`src/rtl/aes_key_expand.sv`:
```
// -----------------------------------------------------------------------------
// aes_key_expand
//   AES-256 key schedule. A start pulse latches a 256-bit cipher key as
//   w0..w7, then w8..w59 are generated one word per clock into an internal
//   buffer. Once all words exist (ready=1), any round key 0..14 can be read
//   through a registered read port.
//
// Ports
//   clk       rising-edge clock
//   rst_n     asynchronous active-low reset
//   start     single-cycle pulse: latch key_in and begin expansion
//                (honoured in IDLE and DONE, ignored while expanding)
//   key_in    cipher key, [255:224] = w0 ... [31:0] = w7
//   busy      high while words w8..w59 are being generated
//   ready     high once all 15 round keys are valid
//   rd_round  requested round key index 0..14
//   rd_key    round key {w[4r], w[4r+1], w[4r+2], w[4r+3]}, one cycle after
//             rd_round, zero when not valid
//   rd_valid  qualifies rd_key; valid/ready handshake is not used here: a
//             read is accepted every cycle and rd_valid alone marks whether
//             the registered rd_key holds a real round key
// -----------------------------------------------------------------------------
module aes_key_expand #(
  parameter int NUM_ROUNDS = 14
) (
  input  logic         clk,
  input  logic         rst_n,
  input  logic         start,
  input  logic [255:0] key_in,
  output logic         busy,
  output logic         ready,
  input  logic [3:0]   rd_round,
  output logic [127:0] rd_key,
  output logic         rd_valid
);

  localparam int         NUM_WORDS = 4 * (NUM_ROUNDS + 1);
  localparam logic [5:0] LAST_IDX  = 6'(NUM_WORDS - 1);

  // Forward S-box, entry 0 in the most significant byte.
  localparam logic [2047:0] SBOX_TBL = {
    128'h637c777bf26b6fc53001672bfed7ab76,
    128'hca82c97dfa5947f0add4a2af9ca472c0,
    128'hb7fd9326363ff7cc34a5e5f171d83115,
    128'h04c723c31896059a071280e2eb27b275,
    128'h09832c1a1b6e5aa0523bd6b329e32f84,
    128'h53d100ed20fcb15b6acbbe394a4c58cf,
    128'hd0efaafb434d338545f9027f503c9fa8,
    128'h51a3408f929d38f5bcb6da2110fff3d2,
    128'hcd0c13ec5f974417c4a77e3d645d1973,
    128'h60814fdc222a908846eeb814de5e0bdb,
    128'he0323a0a4906245cc2d3ac629195e479,
    128'he7c8376d8dd54ea96c56f4ea657aae08,
    128'hba78252e1ca6b4c6e8dd741f4bbd8b8a,
    128'h703eb5664803f60e613557b986c11d9e,
    128'he1f8981169d98e949b1e87e9ce5528df,
    128'h8ca1890dbfe6426841992d0fb054bb16
  };

  typedef enum logic [1:0] {IDLE, EXPAND, DONE} state_t;

  state_t      state;
  logic [5:0]  idx;                       // index of the word being produced
  logic [31:0] w_buf [0:NUM_WORDS-1];

  function automatic logic [7:0] sbox(input logic [7:0] b);
    return SBOX_TBL[11'd2047 - {b, 3'b000} -: 8];
  endfunction

  function automatic logic [31:0] sub_word(input logic [31:0] w);
    return {sbox(w[31:24]), sbox(w[23:16]), sbox(w[15:8]), sbox(w[7:0])};
  endfunction

  // Next-word datapath: w[i] = w[i-8] ^ t(w[i-1]).
  logic [31:0] prev_word;
  logic [31:0] back_word;
  logic [31:0] t_word;
  logic [31:0] new_word;
  logic [7:0]  rcon;

  assign prev_word = w_buf[idx - 6'd1];
  assign back_word = w_buf[idx - 6'd8];
  // idx[5:3] is i/8, which runs 1..7 on the words that use Rcon.
  assign rcon      = 8'h01 << (idx[5:3] - 3'd1);

  always_comb begin
    t_word = prev_word;
    if (idx[2:0] == 3'd0) begin
      t_word = sub_word({prev_word[23:0], prev_word[31:24]}) ^ {rcon, 24'h0};
    end else if (idx[2:0] == 3'd4) begin
      t_word = sub_word(prev_word);
    end
  end

  assign new_word = back_word ^ t_word;

  logic take_start;
  assign take_start = start && (state == IDLE || state == DONE);

  // Read address: first word of the requested round key.
  logic [5:0] rd_base;
  assign rd_base = {rd_round, 2'b00};

  // Control, status and read port.
  always_ff @(posedge clk or negedge rst_n) begin
    if (!rst_n) begin
      state    <= IDLE;
      idx      <= 6'd0;
      busy     <= 1'b0;
      ready    <= 1'b0;
      rd_key   <= 128'h0;
      rd_valid <= 1'b0;
    end else begin
      case (state)
        IDLE, DONE: begin
          if (start) begin
            state <= EXPAND;
            idx   <= 6'd8;
            busy  <= 1'b1;
            ready <= 1'b0;
          end
        end
        EXPAND: begin
          if (idx == LAST_IDX) begin
            state <= DONE;
            busy  <= 1'b0;
            ready <= 1'b1;
          end else begin
            idx <= idx + 6'd1;
          end
        end
        default: state <= IDLE;
      endcase

      if (ready && rd_round <= NUM_ROUNDS[3:0]) begin
        rd_key   <= {w_buf[rd_base], w_buf[rd_base + 6'd1],
                     w_buf[rd_base + 6'd2], w_buf[rd_base + 6'd3]};
        rd_valid <= 1'b1;
      end else begin
        rd_key   <= 128'h0;
        rd_valid <= 1'b0;
      end
    end
  end

  // Word buffer: not reset, reads are gated by ready.
  always_ff @(posedge clk) begin
    if (take_start) begin
      for (int k = 0; k < 8; k++) begin
        w_buf[k] <= key_in[255 - 32*k -: 32];
      end
    end else if (state == EXPAND) begin
      w_buf[idx] <= new_word;
    end
  end

endmodule

```
`config.mk`:
```
export PLATFORM = sky130hd
export DESIGN_NAME = aes_key_expand
export DESIGN_NICKNAME = d
export VERILOG_FILES = /design/src/rtl/aes_key_expand.sv
export SDC_FILE = /design/constraint.sdc
export NUM_CORES = 2
export LEC_CHECK = 0
export BUFFER_PORTS_ARGS = -buffer_cell sky130_fd_sc_hd__buf_2
export CELL_PAD_IN_SITES_DETAIL_PLACEMENT = 0
export CELL_PAD_IN_SITES_GLOBAL_PLACEMENT = 2
export CORE_ASPECT_RATIO = 1.25
export CORE_MARGIN = 1
export CORE_UTILIZATION = 30
export DETAILED_ROUTE_END_ITERATION = 8
export PLACE_DENSITY = 0.6
export SLEW_MARGIN = 40
export SYNTH_ARGS = -nofsm -noshare
export SYNTH_HDL_FRONTEND = slang
export SYNTH_SLANG_ARGS = --single-unit
```
`constraint.sdc`:
```
create_clock -name clk -period 12.9 [get_ports clk]
set_input_delay 0.645 -clock clk [delete_from_list [all_inputs] [get_ports clk]]
set_output_delay 0.645 -clock clk [all_outputs]
set_load 0.01 [all_outputs]
```
==> results by group <==
Timing
  • Max Fclk: 96.28 MHz
  • Final Hold Vio Count: 0
  • Part of the cycle the worst path needs: 0.8051
  • Pins Over Slew Limit: 0
  • Relative slew slack: 0.3044
  • Final setup violation count: 0
  • RSZ-0062 raised after global routing: no
  • Setup TNS: 0 ps
  • Slew at the pin closest to its max-slew limit: 1043 ps
  • Worst Skew: 95.80 ps
  • Final min period: 10,390 ps

Floorplanning
  • FP Rows: 272
  • Io pins: 394
  • Total Die Area: 443,300 um2
  • Core region area: 438,700 um2
  • Die X: 595.7 um
  • Initial Utilization: 0.3013
  • Die Height: 744.2 um

Synth
  • Async set-reset flop share out of synthesis: 0.06356
  • YS warnings: 0
  • Syn Area/Cell: 13.74 um2
  • Multiplexer share of the synthesized area: 0.2575
  • Post-synthesis compound-gate area fraction: 0.1346
  • Simple-gate share of the synthesized area: 0.06717
  • Seq cells post-synth: 2,187
  • XOR/XNOR Fraction of Synth Area: 0.006020
  • Synth Cell Area: 132,200 um2
  • Synth Flop Type: edfxtp_1
  • Synth cell types: 131
  • EDFF count, synth: 2,048
  • Largest family of logic cells by synthesized area: multiplexers
  • Synthesized instance count: 9,620
  • Seq/Total Area, Yosys: 0.4915
  • Syn nets: 9,947
  • Adder-Cell Fraction of Synth Area: 0.006058

Critical path
  • CP max FO: 79
  • Worst path arrival time: 11,220 ps
  • Worst path slowest cell: ha_4
  • CP Cell Sequence: inv_6 > ha_4 > buf_12 > buf_4 > mux4_2 > mux4_2 > a22oi_1 > nand2_1 > buf_4 > inv_2 > ha_1 > inv_1 > nor4_1 > a21oi_1 > a32oi_1 > a21oi_1 > a311oi_2 > o32ai_2 > a21oi_2 > xnor2_4 > buf_4 > mux2_2
  • Buf/Inv on CP: 7
  • Required @ worst endpoint: 13,730 ps
  • CP endpoint kind: flip-flop
  • CP startpoint kind: flip-flop
  • Crit path kind: flip-flop to flip-flop
  • Most common cell on crit path: buf_4
  • CP peak stage delay: 930 ps
  • Cell family with most CP delay: buffers and inverters

Layout
  • Commonest non-fill, non-tap cells in the layout: edfxtp_1 (2,048), mux4_2 (1,209), o22ai_1 (610)
  • Total Nets Final: 10,330
  • Area Growth Syn to Fin: 16.49%
  • Fill cells: 42,090
  • FF/Latch Area: 64,990 um2
  • Share of layout cells above drive strength 1: 0.3147
  • Commonest non-fill, non-tap cell in the layout: edfxtp_1
  • Multi-input gate area: 63,790 um2
  • Post-route cell area: 154,000 um2

Clocking
  • Clk sinks: 2,187
  • Root buffer cell: clkbuf_16
  • CTS tree: done
  • # Post-CTS Setup Buffers: 0
  • Worst skew pair latency: 1020 ps
  • Inserted Clock Buffers: 244
  • Clk slew on worst S/H paths: 70 ps
  • H-tree depth: 4
  • Clock tree buffer depth: 4

Detailed routing
  • WL per Instance: 48.87 um
  • Drt pass-1 iters: 9
  • Vias post-DR: 111,700
  • Initial drt markers: 18,170
  • Routed Antenna Nets: 0
  • Via density: 6.975
  • Final WL: 782,400 um
  • Remaining DRCs: 0

Place
  • HPWL Detailed: 518,500 um
  • Area after DPL: 143,400 um2
  • GP Congestion: 0.9956
  • Port Buffers: 393

Global route
  • GRT Util Overall: 0.3421
  • Initial antenna violation count: 68
  • First-pass GRT wire length: 1,030,000 um
  • Vias in the first global route: 107,500
  • Largest net degree at the start of global routing: 123
  • Grt ovf: 0

Outcome
  • Status: finished, final reports clean

Min path
  • Hold crit path type: primary input to flip-flop

Flow run
  • Maxcap violations: 0
## logic make-up after synthesis
family                   after synthesis
AND/OR/NAND/NOR                     1881
multiplexers                        1803
adder cells (fa/ha/maj)               64
flip-flops                          2187
XOR/XNOR                              60
buffers and inverters               1019
AO/OA/AOI/OAI                       2606
## metrics by stage
step	utilization	hold slack, ps	setup slack (ps)	std cells
after global placement	0.3228	485.2	1822	15250
after CTS	0.3501	0.1355	2970	15960
after global routing	0.3508	44.93	2322	15970
after detailed placement	0.3269	489.5	3012	15320
after floorplan	-	349.4	3580	9620
final	0.3510	23.55	2514	16010
## registers in the layout, summed over array words and instances (netlist names)
signal and flops:
busy 1, idx 6, rd_key 128, rd_valid 1, ready 1, state 2, w_buf 2048
## metal layers
layer / track usage / routed length [um] / vias to the layer above
li1: - / - / 41090
met1: 0.4183 / 281400 / 58220
met4: 0.2403 / 66790 / 24
met5: 0 / 151 / -
met2: 0.5224 / 344200 / 9936
met3: 0.09503 / 89910 / 2400
## final timing paths
kind	from	to	slack, ps	cells after the start
worst max-delay path	idx[0]	w_buf[3][3]	2510	22
worst min-delay path	key_in[160]	w_buf[2][0]	20	3
worst max register to register	idx[0]	w_buf[3][3]	2510	22
worst min register to register	state[1]	state[1]	550	1
max in group asynchronous	rst_n	rd_key[38]	11180	4
min in group asynchronous	rst_n	rd_key[86]	160	2
## worst register-to-register path, cell delays in order, from the launching register on
cell      delay, ps
dfrtp_4         890
inv_6           410
ha_4            940
buf_12          460
buf_4           920
mux4_2          430
mux4_2          520
a22oi_1         410
nand2_1         110
buf_4           270
inv_2           350
ha_1            510
inv_1           370
nor4_1          680
a21oi_1         110
a32oi_1         200
a21oi_1         110
a311oi_2        570
o32ai_2         230
a21oi_2         650
xnor2_4         220
buf_4           550
mux2_2          340
## layout make-up
cell class                 count  share of cell area
multi-input combinational   6414              0.4143
clock buffer                 294             0.04173
antenna                       38           0.0006175
sequential                  2187              0.4221
timing repair buffer        1084             0.06031
clock inverter               163             0.01233
inverter                      76            0.001918
tap                         5754             0.04675
## synthesized netlist by cell type (30+ instances only)
library cell / number / area [um2]
edfxtp_1: 2048 / 61500
mux4_2: 1209 / 27230
nor2_1: 614 / 2305
o22ai_1: 614 / 3841
nand2_1: 484 / 1817
clkbuf_1: 465 / 1745
o21ai_0: 455 / 2277
a21oi_1: 382 / 1912
mux2_2: 355 / 3998
mux2i_1: 204 / 2042
buf_2: 190 / 950.9
nand3_1: 160 / 800.8
buf_1: 159 / 596.8
nor3_1: 152 / 760.7
dfrtp_1: 139 / 3478
nor2b_1: 139 / 869.6
o221ai_1: 115 / 1007
a211oi_1: 102 / 765.7
nor4_1: 102 / 638.1
o211ai_1: 97 / 728.2
a31oi_1: 80 / 500.5
buf_4: 67 / 503.0
ha_1: 64 / 800.8
o21ai_1: 58 / 290.3
inv_1: 54 / 202.7
o31ai_1: 52 / 390.4
a211o_1: 48 / 420.4
o311ai_0: 47 / 411.6
a221oi_1: 46 / 402.9
nand4_1: 43 / 269.0
o2111ai_1: 42 / 367.9
buf_6: 41 / 461.7
a311oi_1: 32 / 280.3
and3_1: 32 / 200.2
a22oi_1: 30 / 225.2
o22a_1: 30 / 262.8
## timing repair
action	in CTS	in global routing
resized for setup	0	0
hold buffers	186	0
endpoints found under the setup margin	0	0
hold endpoints to repair	225	0
Power is left out: the tool's default activity adds up to more than one toggle a clock period on the data nets, which glitch-free logic cannot reach.
